--- src/rtl/joypad_port_responder.sv ---
// -----------------------------------------------------------------------------
// joypad_port_responder
//
// CPU-bus responder for the two standard controller ports at $4016/$4017.
// Writes to $4016 latch OUT[2:0]; OUT[0] is the pad strobe. While the strobe
// is high both pad shift registers reload continuously from the synchronised
// button inputs. With the strobe low, each read of a port returns that pad's
// next button bit (A first) and advances only that port's shifter. After
// eight bits a port returns FILL_BIT until the next strobe.
//
// Ports
//   clock         system clock, one CPU bus cycle per rising edge
//   nreset        synchronous reset, active-high
//   addr          CPU address bus
//   cpu_wdata     CPU write data
//   rw            1 = read, 0 = write
//   cpu_rdata     read data to CPU (combinational)
//   rdata_valid   high when this block drives the read data (combinational)
//   pad1_buttons  asynchronous button inputs, port 1 (b0 = A ... b7 = Right)
//   pad2_buttons  asynchronous button inputs, port 2
//   out_latch     OUT[2:0] from the last $4016 write
// -----------------------------------------------------------------------------
module joypad_port_responder #(
    parameter int         SYNC_STAGES   = 2,
    parameter logic       FILL_BIT      = 1'b1,
    parameter logic [2:0] OPEN_BUS_BITS = 3'b010
) (
    input  logic        clock,
    input  logic        nreset,
    input  logic [15:0] addr,
    input  logic [7:0]  cpu_wdata,
    input  logic        rw,
    output logic [7:0]  cpu_rdata,
    output logic        rdata_valid,
    input  logic [7:0]  pad1_buttons,
    input  logic [7:0]  pad2_buttons,
    output logic [2:0]  out_latch
);

    localparam logic [3:0] CNT_DONE = 4'd8;

    logic [7:0] sync1 [SYNC_STAGES];
    logic [7:0] sync2 [SYNC_STAGES];
    logic [7:0] pad1_sync;
    logic [7:0] pad2_sync;

    logic [7:0] shreg1;
    logic [7:0] shreg2;
    logic [3:0] cnt1;
    logic [3:0] cnt2;

    logic       hit1;
    logic       hit2;
    logic       strobe;
    logic       sbit1;
    logic       sbit2;
    logic       unused_wdata;

    assign unused_wdata = ^cpu_wdata[7:3];

    assign hit1   = (addr == 16'h4016);
    assign hit2   = (addr == 16'h4017);
    assign strobe = out_latch[0];

    assign pad1_sync = sync1[SYNC_STAGES-1];
    assign pad2_sync = sync2[SYNC_STAGES-1];

    // While strobing, the CPU sees the live (synchronised) A button.
    assign sbit1 = strobe ? pad1_sync[0] : ((cnt1 < CNT_DONE) ? shreg1[0] : FILL_BIT);
    assign sbit2 = strobe ? pad2_sync[0] : ((cnt2 < CNT_DONE) ? shreg2[0] : FILL_BIT);

    always_comb begin
        rdata_valid = rw && (hit1 || hit2);
        cpu_rdata   = 8'h00;
        if (rw && hit1) begin
            cpu_rdata = {OPEN_BUS_BITS, 4'b0000, sbit1};
        end else if (rw && hit2) begin
            cpu_rdata = {OPEN_BUS_BITS, 4'b0000, sbit2};
        end
    end

    always_ff @(posedge clock) begin
        if (nreset) begin
            for (int i = 0; i < SYNC_STAGES; i++) begin
                sync1[i] <= 8'h00;
                sync2[i] <= 8'h00;
            end
        end else begin
            sync1[0] <= pad1_buttons;
            sync2[0] <= pad2_buttons;
            for (int i = 1; i < SYNC_STAGES; i++) begin
                sync1[i] <= sync1[i-1];
                sync2[i] <= sync2[i-1];
            end
        end
    end

    always_ff @(posedge clock) begin
        if (nreset) begin
            out_latch <= 3'b000;
        end else if (!rw && hit1) begin
            out_latch <= cpu_wdata[2:0];
        end
    end

    // Reload uses the registered strobe, so the write that drops the strobe
    // still performs one final load from the pads.
    always_ff @(posedge clock) begin
        if (nreset) begin
            shreg1 <= 8'h00;
            shreg2 <= 8'h00;
            cnt1   <= CNT_DONE;
            cnt2   <= CNT_DONE;
        end else if (strobe) begin
            shreg1 <= pad1_sync;
            shreg2 <= pad2_sync;
            cnt1   <= 4'd0;
            cnt2   <= 4'd0;
        end else begin
            if (rw && hit1) begin
                shreg1 <= {FILL_BIT, shreg1[7:1]};
                if (cnt1 != CNT_DONE) begin
                    cnt1 <= cnt1 + 4'd1;
                end
            end
            if (rw && hit2) begin
                shreg2 <= {FILL_BIT, shreg2[7:1]};
                if (cnt2 != CNT_DONE) begin
                    cnt2 <= cnt2 + 4'd1;
                end
            end
        end
    end

endmodule
--- config.mk ---
export PLATFORM = sky130hd
export DESIGN_NAME = joypad_port_responder
export DESIGN_NICKNAME = d
export VERILOG_FILES = /design/src/rtl/joypad_port_responder.sv
export SDC_FILE = /design/constraint.sdc
export NUM_CORES = 1
export LEC_CHECK = 0
export ABC_AREA = 1
export BUFFER_PORTS_ARGS = -buffer_cell sky130_fd_sc_hd__buf_2
export CELL_PAD_IN_SITES_DETAIL_PLACEMENT = 0
export CELL_PAD_IN_SITES_GLOBAL_PLACEMENT = 1
export CORE_MARGIN = 2
export CORE_UTILIZATION = 40
export DETAILED_ROUTE_END_ITERATION = 12
export PLACE_DENSITY_LB_ADDON = 0.3
export SYNTH_ARGS = -nofsm -noshare
export SYNTH_HDL_FRONTEND = slang
export SYNTH_SLANG_ARGS = --single-unit
--- constraint.sdc ---
create_clock -name clock -period 2.1 [get_ports clock]
set_input_delay 0.21 -clock clock [delete_from_list [all_inputs] [get_ports clock]]
set_output_delay 0.21 -clock clock [all_outputs]
set_load 0.02 [all_outputs]
# Yosys cells after proc, flatten, opt, wreduce, memory -nomap -nowiden
# Memories as Yosys holds them, arrays and structs flattened.
# Cells that the tools add are included.
word_totals:
  regBits: 27
  mem_bits_rw: 32
  inputBits: 43
  output_inout_bits: 12
  wordCells: 59
  memories: 2
mem_list:
  columns: ["memory", "words", "word_bits", "rd", "rd_ports_with_merged_regs", "write_ports", "line", "text"]
  rows:
  - ["sync1", 2, 8, 2, 0, 2, "42", "logic [7:0] sync1 [SYNC_STAGES];"]
  - ["sync2", 2, 8, 2, 0, 2, "43", "logic [7:0] sync2 [SYNC_STAGES];"]
classes:
  addsub: 2
  n_lt_le_gt_ge: 2
  eq_ne: 4
  mux: 23
  bitwise_logic: 4
  n_reduce_logical: 15
ops:
  columns: ["operator", "n"]
  rows:
  - ["8-bit two-way mux", 8]
  - ["16-bit by 15-bit equality test with 1-bit output (second input constant)", 2]
  - ["4-bit two-way mux", 6]
  - ["7-bit two-way mux", 2]
  - ["4-bit by 1-bit adder with 4-bit output (second input constant)", 2]
  - ["4-bit less-than comparator (second input constant)", 2]
  - ["4-bit != test (second input constant)", 2]
  - ["2-bit AND reduction", 4]
  - ["2-bit nonzero test", 4]
  - ["1-bit two-way mux", 7]
  - ["1-bit logical AND", 4]
  - ["1-bit OR", 4]
  - ["2-bit OR reduction", 1]
  - ["1-bit logical NOT", 1]
  - ["1-bit logical OR", 1]

# Logic depth before layout (Yosys ltp)
logic_depth:
  word_depth: 5
  mapped_depth: 9
  depth_no_buf: 9

# Least setup slack after synthesis
# No wires, ideal clock.
synth_timing:
  path_type: "register to output"
  from: "reg out_latch[0]"
  to: "out cpu_rdata[0]"
  arrival_ns: 1.246
  required_ns: 1.890
  path_slack_ns: 0.644
  stages_incl_launch_ff: 7
  n_path_buf: 2
  path_cell_list: "dfxtp_1 buf_2 inv_2 buf_2 o21ai_0 nand2_1 o21a_1"
synth_via:
  elab_chain_len: 3
  elab_cells_between_ends: 4
  classes_between: "4 x mux"
synth_lines:
  columns: ["element", "line", "text"]
  rows:
  - ["from (decl)", "37", "output logic [2:0] out_latch"]
  - ["from (signal assigned)", "102", "out_latch <= cpu_wdata[2:0];"]
  - ["1-bit two-way mux", "70", "assign sbit2 = strobe ? pad2_sync[0] : ((cnt2 < CNT_DONE) ? shreg2[0] : FILL_BIT);"]
  - ["7-bit two-way mux", "77", "end else if (rw && hit2) begin"]
  - ["7-bit two-way mux (*)", "75", "if (rw && hit1) begin"]
  - ["to (decl)", "33", "output logic [7:0] cpu_rdata,"]
# Every way passes the cells marked *; elsewhere a longest branch is shown, timed or not.

# Worst setup path after layout
# Ends and elaborated chain as after synthesis.

==> run metrics <==
mux cell area share after synthesis 0%; xor/xnor share of the synthesized area 0.685%; clk buf depth 2; initial antenna violation count 0; Yosys top cell area share 46.2%; Clock Sinks 59; ANT nets after route 0; CORE AREA 6280 um2; DP HPWL 3120 um; setup total negative slack 0 ns; number of cell rows 29; largest area contributor in the synthesized netlist dfxtp_1; I/O Pins 55; post-layout minimum cycle time 1.92 ns; post-synthesis adder-cell area fraction 1.96%; Syn Std Cell Area 2560 um2; Setup Buffers After CTS 0; CP startpoint kind register; number of warnings issued by yosys 0; CP Class register to output pin; DRT Pass-1 Iters 4; crit end category output pin; initial core utilization 40.7%; arrival time worst endpoint 1.71 ns; aggregate global routing overflow 0; Tcrit/Tclk final 91.6%; Post-synth ARST share 0%; required time of the worst setup path 1.89 ns; Syn-to-layout area delta 19.8%; Pleak 1.55 nW; CTS Hold Buffers Added 0; die span in x 84.0 um; Final Hold Viols 0; FF+latch count, synth 59; design area 3060 um2; ys flop type dfxtp_1; max-slew violations 0; Routed WL 4430 um; layout cells sized above 1 23.1%; DRT iter0 DRCs 91; RSZ-0062 raised after global routing false; CTS root buffer clkbuf_8; Peak Freq 520 MHz; min-delay worst type input pin to register; vias in the first global route 1833; PD cells 815 nW/um2; Post-Syn Area per Cell 7.35 um2; Synth Area in Simple Gates 32.7%; Synth Area in Compound Gates 6.56%; RePlAce Congestion 0.768; H-tree depth 3; Nets 441; Cell Area, Placed 2820 um2; GRT Total Usage 13.9%; Syn Inst Count 348; main combinational cell family by area after synthesis simple AND/OR/NAND/NOR gates; antenna fix cells 0; WL/cell 9.30 um; largest net degree at the start of global routing 33; worst vdd ir 687 uV; crit path max fanout 17; top area cells in the synthesized netlist dfxtp_1 46%, nand2_1 10%, nor2_1 8.8%; full die area 7050 um2; CTS tree yes; Post-synth EDFFs 0; status complete, no violations; PostCTS Resize Cnt 0; via/cell ratio 4.36; final number of setup-violating endpoints 0; DRC 0; Vias 2077; sequential area share after synthesis 46.2%; total CTS buffers 9; Unique masters post-synth 28; first-pass GRT wire length 7850 um; Worst-path clk slew 0.07 ns; Clk Latency, worst-skew pair 0.33 ns; Layout Skew 0.00583 ns; maxcap violations 0; Die Y-Extent 84.0 um; IO Port Bufs 43
## placed cells by master, fill, tap and decap left out, drive strengths merged
cell type / instances
xor2: 2
nor3: 1
clkinv: 3
conb: 6
bufinv: 3
nand3: 21
o21ai: 11
dfxtp: 59
clkbuf: 9
nand4: 5
buf: 46
o21a: 2
ha: 4
nor2: 71
clkinvlp: 1
a21oi: 15
inv: 57
o21bai: 1
nand2: 82
## per-stage QoR
| step | hold slack, ns | std cells | worst slack [ns] | total power [mW] | utilization [%] |
|---|---|---|---|---|---|
| 4_1_cts | 0.0661 | 476 | 0.133 | 2.53 | 48.8 |
| 5_1_grt | 0.0811 | 476 | 0.00841 | 2.60 | 48.8 |
| 2_1_floorplan | 0.317 | 353 | 0.644 | 1.26 | - |
| 3_3_place_gp | 0.390 | 460 | 0.499 | 1.30 | 45.0 |
| 6_report | 0.0767 | 476 | 0.176 | 2.50 | 48.8 |
| 3_5_place_dp | 0.393 | 460 | 0.495 | 1.30 | 45.0 |
## cells by family (layout without fill, tap and decap cells)
family          Yosys count  count (layout)
xor+xnor                  2               2
other cells               1               6
simple gates            180             180
buf+inv                  73             119
fa+ha+maj                 4               4
compound gates           29              29
flops                    59              59
## final cells by class
type / count / area [um2]
Fill cell: 623 / 3210
Sequential cell: 59 / 1180
Multi-Input combinational cell: 221 / 1090
Timing Repair Buffer: 46 / 238
Inverter: 57 / 214
Clock buffer: 9 / 124
Clock inverter: 7 / 116
Tap cell: 77 / 96.3
## flip-flops by register name, indices dropped and copies added, names as in the netlist
| name | count |
|---|---|
| cnt1 | 4 |
| cnt2 | 4 |
| out_latch | 3 |
| shreg1 | 8 |
| shreg2 | 8 |
| sync1 | 16 |
| sync2 | 16 |
## power by group
group	leakage (nW)	internal (mW)	switching, mW	total (mW)
clock network	0.119	0.785	0.437	1.22
registers	0.483	1.15	0.00795	1.16
logic	0.951	0.0475	0.0702	0.118
## cell usage after synthesis, types with 5 or more instances
cell type  instances
nor2_1            60
a21oi_1           11
nand2_1           71
dfxtp_1           59
o21ai_1            6
buf_4              6
inv_1             54
nand2_2            8
nand3_1           20
nand4_1            5
o21ai_0            5
nor2_2             7
## per-layer routing
layer  vias up  GRT usage [%]  share of wire (%)
li1       1131              -                  -
met1       884           17.0                 49
met2        53           22.2                 43
met3         9           3.66                5.6
met4         0           7.92                2.4
met5         -              0                  0
## worst max-delay path: stages (launching register included)
cell and delay, ns:
dfxtp_1 0.58, inv_2 0.26, o21ai_0 0.14, nand2_1 0.07
o21a_1 0.18, buf_2 0.16
## final timing paths
path | startpoint | end | slack (ns) | depth (start not counted)
max | out_latch[0] | cpu_rdata[0] | 0.18 | 5
min reg2reg | sync2[0][7] | sync2[0][15] | 0.40 | 2
max reg2reg | out_latch[0] | shreg2[1] | 0.57 | 6
min | pad2_buttons[6] | sync2[0][6] | 0.08 | 3
Power figures use the tool's default switching activity.
